<file path="config.mk">
export PLATFORM = sky130hd
export DESIGN_NAME = delay_align_controller
export DESIGN_NICKNAME = d
export VERILOG_FILES = /design/src/rtl/delay_align_controller_pkg.sv /design/src/rtl/delay_align_controller_sym_window_counter.sv /design/src/rtl/delay_align_controller.sv
export SDC_FILE = /design/constraint.sdc
export NUM_CORES = 1
export LEC_CHECK = 0
export BUFFER_PORTS_ARGS = -buffer_cell sky130_fd_sc_hd__buf_2
export CAP_MARGIN = 20
export CELL_PAD_IN_SITES_DETAIL_PLACEMENT = 1
export CELL_PAD_IN_SITES_GLOBAL_PLACEMENT = 2
export CORE_UTILIZATION = 35
export CTS_CLUSTER_SIZE = 28
export DETAILED_ROUTE_END_ITERATION = 10
export PLACE_DENSITY_LB_ADDON = 0.1
export SYNTH_ARGS = -nofsm -noshare
export SYNTH_HDL_FRONTEND = slang
export SYNTH_SLANG_ARGS = --single-unit
</file>
<file path="constraint.sdc">
create_clock -name i_sys_clk -period 4.1 [get_ports i_sys_clk]
set_clock_uncertainty 0.2 [all_clocks]
set_input_delay 0.41 -clock i_sys_clk [delete_from_list [all_inputs] [get_ports i_sys_clk]]
set_output_delay 0.41 -clock i_sys_clk [all_outputs]
set_load 0.005 [all_outputs]
</file>
<file path="src/rtl/delay_align_controller_pkg.sv">
// Shared definitions for the receive-side delay alignment sequencer.
package delay_align_controller_pkg;

  // Width of the filter_delay / symbol-delay select buses
  localparam int unsigned SEL_W = 4;
  localparam int unsigned STATE_W = 3;

  // Default sweep configuration, reused by the top level and the bench
  localparam int unsigned FILT_MAX_DEF     = 15;
  localparam int unsigned SYM_MAX_DEF      = 15;
  localparam int unsigned SETTLE_SYMS_DEF  = 32;
  localparam int unsigned WINDOW_LOG2_DEF  = 10;
  localparam int unsigned DEFAULT_FILT_DEF = 10;
  localparam int unsigned DEFAULT_SYM_DEF  = 0;

  // Sequencer states; encoding is visible on the state_dbg probe
  typedef enum logic [STATE_W-1:0] {
    ST_IDLE    = 3'd0,
    ST_SETTLE  = 3'd1,
    ST_MEASURE = 3'd2,
    ST_EVAL    = 3'd3,
    ST_APPLY   = 3'd4
  } state_t;

endpackage

</file>
<file path="src/rtl/delay_align_controller_sym_window_counter.sv">
// Symbol-enable counter with programmable terminal count and a qualified
// error counter. The terminal-count flag is combinational so the caller can
// change state on the very edge that carries the last counted symbol.
module delay_align_controller_sym_window_counter #(
  parameter int unsigned CNT_W = 11
) (
  input  logic             i_clk,
  input  logic             i_rst,
  input  logic             i_clear,
  input  logic             i_ena,
  input  logic             i_err,
  input  logic             i_count_err,
  input  logic [CNT_W-1:0] i_term,
  output logic             o_tc_c,
  output logic [CNT_W-1:0] o_err_cnt
);

  logic [CNT_W-1:0] r_sym_cnt;
  logic [CNT_W-1:0] r_err_cnt;
  logic             w_last;

  assign w_last    = (r_sym_cnt == (i_term - CNT_W'(1)));
  assign o_tc_c    = i_ena && w_last;
  assign o_err_cnt = r_err_cnt;

  // Symbol counter: wraps to zero on the terminal pulse, clear has priority
  always_ff @(posedge i_clk or posedge i_rst) begin
    if (i_rst) begin
      r_sym_cnt <= '0;
    end else if (i_clear) begin
      r_sym_cnt <= '0;
    end else if (i_ena) begin
      r_sym_cnt <= w_last ? '0 : r_sym_cnt + CNT_W'(1);
    end
  end

  // Error counter: only errors coincident with a symbol enable are counted
  always_ff @(posedge i_clk or posedge i_rst) begin
    if (i_rst) begin
      r_err_cnt <= '0;
    end else if (i_clear) begin
      r_err_cnt <= '0;
    end else if (i_ena && i_err && i_count_err) begin
      r_err_cnt <= r_err_cnt + CNT_W'(1);
    end
  end

endmodule

</file>
<file path="src/rtl/delay_align_controller.sv">
// Sweeps every (filter, symbol) delay pair, measures comparator errors over a
// fixed window after a settling period, and applies the best pair.
module delay_align_controller
  import delay_align_controller_pkg::*;
#(
  parameter int unsigned FILT_MAX     = FILT_MAX_DEF,
  parameter int unsigned SYM_MAX      = SYM_MAX_DEF,
  parameter int unsigned SETTLE_SYMS  = SETTLE_SYMS_DEF,
  parameter int unsigned WINDOW_LOG2  = WINDOW_LOG2_DEF,
  parameter int unsigned DEFAULT_FILT = DEFAULT_FILT_DEF,
  parameter int unsigned DEFAULT_SYM  = DEFAULT_SYM_DEF
) (
  input  logic                 i_sys_clk,
  input  logic                 i_reset,
  input  logic                 i_sym_clk_ena,
  input  logic                 i_sym_error,
  input  logic                 i_start,
  output logic [SEL_W-1:0]     o_filt_delay_sel,
  output logic [SEL_W-1:0]     o_sym_delay_sel,
  output logic                 o_busy,
  output logic                 o_done,
  output logic                 o_locked,
  output logic [WINDOW_LOG2:0] o_best_err,
  output logic [STATE_W-1:0]   o_state_dbg
);

  localparam int unsigned CNT_W = WINDOW_LOG2 + 1;
  localparam logic [CNT_W-1:0] WINDOW_LEN = {1'b1, {WINDOW_LOG2{1'b0}}};
  localparam logic [CNT_W-1:0] SETTLE_LEN = CNT_W'(SETTLE_SYMS);

  state_t           r_state, w_state_nxt;
  logic [SEL_W-1:0] r_filt, w_filt_nxt;
  logic [SEL_W-1:0] r_sym, w_sym_nxt;
  logic [SEL_W-1:0] r_best_filt, w_best_filt_nxt;
  logic [SEL_W-1:0] r_best_sym, w_best_sym_nxt;
  logic [CNT_W-1:0] r_best, w_best_nxt;
  logic [CNT_W-1:0] r_best_err, w_best_err_nxt;
  logic             r_locked, w_locked_nxt;
  logic             r_done, w_done_nxt;
  logic             r_busy, w_busy_nxt;

  logic             w_cnt_clear;
  logic             w_cnt_ena;
  logic             w_count_err;
  logic [CNT_W-1:0] w_term;
  logic             w_tc;
  logic [CNT_W-1:0] w_err_cnt;
  logic             w_better;
  logic             w_last_pair;

  assign o_filt_delay_sel = r_filt;
  assign o_sym_delay_sel  = r_sym;
  assign o_busy           = r_busy;
  assign o_done           = r_done;
  assign o_locked         = r_locked;
  assign o_best_err       = r_best_err;
  assign o_state_dbg      = r_state;

  // Counter only runs while a settling or measurement window is open
  assign w_cnt_clear = ((r_state == ST_IDLE) && i_start) || (r_state == ST_EVAL);
  assign w_cnt_ena   = i_sym_clk_ena && ((r_state == ST_SETTLE) || (r_state == ST_MEASURE));
  assign w_count_err = (r_state == ST_MEASURE);
  assign w_term      = (r_state == ST_MEASURE) ? WINDOW_LEN : SETTLE_LEN;

  delay_align_controller_sym_window_counter #(
    .CNT_W(CNT_W)
  ) u_sym_window_counter (
    .i_clk       (i_sys_clk),
    .i_rst       (i_reset),
    .i_clear     (w_cnt_clear),
    .i_ena       (w_cnt_ena),
    .i_err       (i_sym_error),
    .i_count_err (w_count_err),
    .i_term      (w_term),
    .o_tc_c      (w_tc),
    .o_err_cnt   (w_err_cnt)
  );

  assign w_better    = (w_err_cnt < r_best);
  assign w_last_pair = (r_filt == SEL_W'(FILT_MAX)) && (r_sym == SEL_W'(SYM_MAX));

  // State and output registers
  always_ff @(posedge i_sys_clk or posedge i_reset) begin
    if (i_reset) begin
      r_state     <= ST_IDLE;
      r_filt      <= SEL_W'(DEFAULT_FILT);
      r_sym       <= SEL_W'(DEFAULT_SYM);
      r_best_filt <= '0;
      r_best_sym  <= '0;
      r_best      <= '1;
      r_best_err  <= '1;
      r_locked    <= 1'b0;
      r_done      <= 1'b0;
      r_busy      <= 1'b0;
    end else begin
      r_state     <= w_state_nxt;
      r_filt      <= w_filt_nxt;
      r_sym       <= w_sym_nxt;
      r_best_filt <= w_best_filt_nxt;
      r_best_sym  <= w_best_sym_nxt;
      r_best      <= w_best_nxt;
      r_best_err  <= w_best_err_nxt;
      r_locked    <= w_locked_nxt;
      r_done      <= w_done_nxt;
      r_busy      <= w_busy_nxt;
    end
  end

  // Next-state and next-output logic; results are staged on the EVAL->APPLY
  // edge so they are already visible during the APPLY cycle that pulses done
  always_comb begin
    w_state_nxt     = r_state;
    w_filt_nxt      = r_filt;
    w_sym_nxt       = r_sym;
    w_best_filt_nxt = r_best_filt;
    w_best_sym_nxt  = r_best_sym;
    w_best_nxt      = r_best;
    w_best_err_nxt  = r_best_err;
    w_locked_nxt    = r_locked;
    w_done_nxt      = 1'b0;

    case (r_state)
      ST_IDLE: begin
        if (i_start) begin
          w_state_nxt    = ST_SETTLE;
          w_filt_nxt     = '0;
          w_sym_nxt      = '0;
          w_best_nxt     = '1;
          w_best_err_nxt = '1;
          w_locked_nxt   = 1'b0;
        end
      end
      ST_SETTLE: begin
        if (w_tc) begin
          w_state_nxt = ST_MEASURE;
        end
      end
      ST_MEASURE: begin
        if (w_tc) begin
          w_state_nxt = ST_EVAL;
        end
      end
      ST_EVAL: begin
        if (w_better) begin
          w_best_nxt      = w_err_cnt;
          w_best_filt_nxt = r_filt;
          w_best_sym_nxt  = r_sym;
        end
        if (w_last_pair) begin
          w_state_nxt    = ST_APPLY;
          w_filt_nxt     = w_best_filt_nxt;
          w_sym_nxt      = w_best_sym_nxt;
          w_best_err_nxt = w_best_nxt;
          w_locked_nxt   = (w_best_nxt == '0);
          w_done_nxt     = 1'b1;
        end else begin
          w_state_nxt = ST_SETTLE;
          if (r_sym == SEL_W'(SYM_MAX)) begin
            w_sym_nxt  = '0;
            w_filt_nxt = r_filt + SEL_W'(1);
          end else begin
            w_sym_nxt = r_sym + SEL_W'(1);
          end
        end
      end
      ST_APPLY: begin
        w_state_nxt = ST_IDLE;
      end
      default: begin
        w_state_nxt = ST_IDLE;
      end
    endcase

    w_busy_nxt = (w_state_nxt != ST_IDLE);
  end

endmodule

</file>
* Word level (Yosys, flattened, before mapping)
Cells that the tools add are included.
** Storage, ports and cells
- Register bits :: 66
- Bits in latches :: 0
- Bits in writable memories :: 0
- Memory bits (read-only) :: 0
- Bits of input ports :: 5
- Output and inout port bits :: 25
- Logic and storage cells :: 75
- Memories :: 0
** Cells by class
- Add/sub/neg operators :: 5
- Multiply operators :: 0
- Divide/modulo/power cells :: 0
- Magnitude comparators :: 1
- Equal/unequal tests :: 9
- Shifts and indexed selects :: 0
- Muxes and demuxes :: 31
- Bitwise operators :: 0
- Reduce and logical (&&, ||, !) cells :: 17
** Operators by type and width (number)
- $mux W11 :: 10
- $pmux W11 S2 :: 2
- $mux W4 :: 7
- $add A11 B1 Y11 const B :: 2
- $pmux W4 S2 :: 2
- $mux W3 :: 4
- $pmux W3 S4 :: 1
- $eq A11 B11 Y1 :: 1
- $logic_not A11 Y1 :: 1
- $lt A11 B11 Y1 :: 1
- $sub A11 B1 Y11 const B :: 1
- $add A4 B1 Y4 const B :: 2
- $eq A4 B4 Y1 const B :: 2
- $eq A3 B2 Y1 const B :: 2
- $logic_and A1 B1 Y1 :: 6
- $reduce_and A3 Y1 :: 2
- $reduce_bool A2 Y1 :: 3
- $mux W1 :: 4
- $ne A2 B2 Y1 const B :: 2
- $eq A3 B1 Y1 const B :: 1
- $logic_not A3 Y1 :: 1
- $ne A3 B2 Y1 const B :: 1
- $reduce_bool A3 Y1 :: 1
- $logic_or A1 B1 Y1 :: 2
- other kinds (2) :: 2

* Longest topological paths before layout
- Depth after elaboration :: 8
- Mapped depth :: 9
- Gate-level depth less buffers :: 8

* Hierarchy
From an unflattened synthesis, not the netlist that was laid out.
** Unflattened totals
- Cell total of the unflattened synthesis :: 429
- Area, all modules :: 4012.6 µm²
** Modules (own cells, without submodules)
- delay_align_controller :: times used 1, cells each 241, area each 2364.8 µm², sequential area each 1131.1 µm²
- delay_align_controller_sym_window_counter :: times used 1, cells each 188, area each 1647.8 µm², sequential area each 550.5 µm²

* Worst setup path after synthesis
No wires, ideal clock.
- Kind :: flip-flop to flip-flop
- Start :: register r_best[6]
- End :: register r_best[0]
- Setup time :: 0.080 ns
- Arrival time :: 2.370 ns
- Required time :: 3.820 ns
- Slack :: 1.450 ns
- Stages on the path, launching flop included :: 10
- Buffers on the path :: 1
- Period minus slack after synthesis :: 2.650 ns
- Cells stage by stage :: dfstp_2 inv_1 ha_1 a21o_1 a221o_1 a41oi_1 o21a_2 nand2_1 buf_2 o22a_1
** Between the ends
- Longest elaborated chain between the ends :: 4
** RTL lines
- start, declared :: RTL line delay_align_controller.sv:36 : logic [CNT_W-1:0] r_best, w_best_nxt;
- start signal, assigned :: RTL line delay_align_controller.sv:101 : r_best <= w_best_nxt;
- $lt A11 B11 Y1 :: RTL line delay_align_controller.sv:79 : assign w_better = (w_err_cnt < r_best);
- $mux W11 :: RTL line delay_align_controller.sv:144 : if (w_better) begin
- $mux W11 :: RTL line delay_align_controller.sv:122 : case (r_state)
- $pmux W11 S2 :: RTL line delay_align_controller.sv:122
Every way passes these cells. The select of a mux whose other input is x is not followed.
A chain may end at the register's enable or synchronous reset.

* Worst setup path in the final report
- Start :: register r_best[6]
- End :: register r_best_sym[3]
** Between the ends
- Longest elaborated chain between the ends :: 2
** RTL lines
- $lt A11 B11 Y1 :: RTL line delay_align_controller.sv:79
- $mux W4 :: RTL line delay_align_controller.sv:144
- end signal, assigned :: RTL line delay_align_controller.sv:100 : r_best_sym <= w_best_sym_nxt;
- end, declared :: RTL line delay_align_controller.sv:35 : logic [SEL_W-1:0] r_best_sym, w_best_sym_nxt;
Every way passes these cells.

==> run summary <==
status: completed
ys flop type: dfrtp_1
area post-placement: 3770 um2
Core ar.: 9730 um2
Initial Util: 35.9%
CP max-delay cell: dfstp_2
GR Overflow Total: 0
Max transition margin: 38.4%
critical path's top delay family: compound AO/OA/AOI/OAI gates
Adder-Cell Fraction of Synth Area: 5.02%
ranking of synthesized cells by area: dfrtp_1 (30%), dfstp_2 (18%), ha_1 (5.0%), nor2_1 (4.7%), mux2i_1 (3.4%)
Setup violations, final: 0
largest family of logic cells by synthesized area: simple AND/OR/NAND/NOR gates
Sequential Power Share: 52.9%
Max Buffers Root-to-Sink: 2
CP required: 4.12 ns
crit path launch: r_best[6]$_DFFE_PP1P_
minimum clock period: 3.26 ns
Vias: 2,811
first-pass GRT wire length: 15,200 um
Die Y: 102 um
Design Area, Final: 3940 um2
leakage: 1.78 nW
Synth Area in Simple Gates: 17.7%
DIE AREA: 10,400 um2
cts bufs inserted: 9
DR WL/cell: 17.3 um
Avg Vias per Cell: 5.41
power per cell area: 468 nW/um2
CP startpoint kind: register
reg-to-reg critical path startpoint: r_best[6]$_DFFE_PP1P_
Syn Nets: 369
period utilization: 79.6%
Cell Rows: 36
post-CTS setup buffer count: 0
post-synth top area cell: dfrtp_1
P&R area growth vs syn: 12.8%
Power Internal: 0.00123 W
Buf+Inv Stages, Crit Path: 1
post-DP HPWL: 6450 um
CTS tree: yes
Ys Warns: 0
CP max stage delay: 0.56 ns
post-synthesis cell type count: 47
CP Cell Sequence: inv_1 > ha_1 > a21o_1 > a221o_1 > a41oi_1 > o21a_2 > nand2_1 > mux2_2
Root Driver: clkbuf_8
Gate Count Post-Synth: 350
fillers: 1,161
Clk pwr share: 25.6%
I/O Buffers: 29
H-tree Lvls: 3
largest net degree at the start of global routing: 43
max cap viols: 0
proportion of layout cells with a drive suffix above 1: 22.5%
number of slew-limit violations in the final report: 0
FFs w/ async S/R, synth: 100%
mux cell area share after synthesis: 5.70%
worst hold path class: primary input to async pin
xor/xnor share of the synthesized area: 3.26%
Synth Area per Inst: 9.98 um2
initial antenna violation count: 0
vias in the first global route: 2,895
RSZ-0062 raised after global routing: no
CP Capture Type: register
Fmax: 307 MHz
count leader, synth: nor2_1
total power: 0.00184 W
WS Path Type: register to register
peak fanout along the critical path: 19
# IOs: 30
DR iter-0 viols: 65
n_diodes: 0
gpl congestion: 0.770
# nets final: 401
# clock sinks: 66
mapped cell area: 3490 um2
CTS resizes: 0
Die X-Extent: 102 um
switch share: 33.2%
dpl cells: 504
worst hold slack: 0.0762 ns
Skew-Pair Late Insertion Delay: 0.34 ns
EDFF count, synth: 0
Comb pwr share: 21.4%
Finished Layout Cells: 520
WL final: 9000 um
setup tns final: 0 ns
final hold vios: 0
Routed Antenna Nets: 0
Net Switching: 0.000613 W
Synth top cells by count: nor2_1 (44), dfrtp_1 (42), dfstp_2 (24), nand2_1 (22), a21oi_1 (19)
Compound-Gate Fraction of Synth Area: 16.4%
Worst Tran Pin Value: 0.923 ns
Overall Global Routing Usage: 19.4%
CTS Hold Buffers Added: 0
Synth top area share: 30.1%
arrival time worst endpoint: 3.28 ns
Clk pin slew, worst setup/hold paths: 0.07 ns
Seq/Total Area, Yosys: 48.2%
Max IR drop VDD: 0.213 mV
Seq cells post-synth: 66
DR DRC count: 0
drt pass-1 iters: 4
-- worst register-to-register path, cell delays in order (launching register included) --
cell     delay (ns)
dfstp_2        0.56
inv_1          0.05
ha_1           0.30
a21o_1         0.16
a221o_1        0.33
a41oi_1        0.25
o21a_2         0.30
nand2_1        0.51
mux2_2         0.48
-- cell type report --
type                       instances  area, um2  share of cell area [%]
clock inverter                     4       17.5                   0.445
tap                              133        166                    4.23
clock buffer                      12        145                    3.69
timing repair buffer              35        190                    4.83
inverter                          15       56.3                    1.43
sequential                        66       1680                    42.7
multi-input combinational        255       1680                    42.7
-- sequential cells by signal (all words and copies together) (netlist names) --
name,count
o_filt_delay_sel,4
r_best,11
o_busy,1
o_done,1
u_sym_window_counter.o_err_cnt,11
o_locked,1
r_best_filt,4
o_state_dbg,3
r_best_sym,4
o_sym_delay_sel,4
u_sym_window_counter.r_sym_cnt,11
o_best_err,11
-- logic make-up after synthesis --
logic type | after synthesis
DFF | 66
buffers and inverters | 29
and+or+nand+nor | 126
muxes | 19
adders and majority gates | 14
AOI/OAI and AO/OA | 83
xor gates and xnor gates | 13
-- layout by cell type (no fill, tap or decap), types with 6 or more instances in the layout --
master / n
nor2_1: 44
dfrtp_1: 42
buf_2: 29
dfstp_2: 24
nand2_1: 22
a21oi_1: 19
nand3_1: 15
inv_1: 14
ha_1: 14
o21ai_0: 13
mux2i_1: 12
a31oi_1: 12
xor2_1: 11
o22a_1: 11
clkbuf_8: 10
nor3_1: 8
nor4_1: 8
and3_1: 7
a21o_1: 7
mux2_2: 7
nand4_1: 7
a221o_1: 6
buf_4: 6
-- power by group through the flow --
stage          combinational [W]  clock (W)  sequential, W
2_1_floorplan           0.000301          0       0.000935
3_3_place_gp            0.000386          0       0.000985
3_5_place_dp            0.000399          0       0.000988
4_1_cts                 0.000402   0.000488       0.000977
5_1_grt                 0.000462   0.000518        0.00100
6_report                0.000395   0.000473       0.000976
-- routing by layer --
| layer | up-vias | wire, um | GRT usage, % |
|---|---|---|---|
| met5 | - | 0 | 0 |
| met4 | 0 | 80 | 5.93 |
| met3 | 6 | 205 | 4.04 |
| met2 | 32 | 4260 | 32.0 |
| met1 | 1424 | 4450 | 25.8 |
| li1 | 1349 | - | - |
-- final timing paths --
kind	slack, ns	depth (start not counted)	end
max reg2reg	0.84	8	r_best_sym[3]$_DFFE_PP0P_
min in group i_sys_clk	0.14	3	o_busy$_DFF_PP0_
max in group asynchronous	2.69	3	o_filt_delay_sel[1]$_DFFE_PP1P_
min	0.08	2	u_sym_window_counter.o_err_cnt[1]$_DFFE_PP0P_
max	0.84	8	r_best_sym[3]$_DFFE_PP0P_
min reg2reg	0.30	2	o_best_err[3]$_DFFE_PP1P_
-- metrics by stage --
step                      util, %  worst slack [ns]
after floorplan                 -              1.45
after global placement       38.8             0.886
after detailed placement     38.8             0.829
after CTS                    40.5             0.810
after global routing         40.5             0.611
final                        40.5             0.838
(Power assumes the default switching activity.)
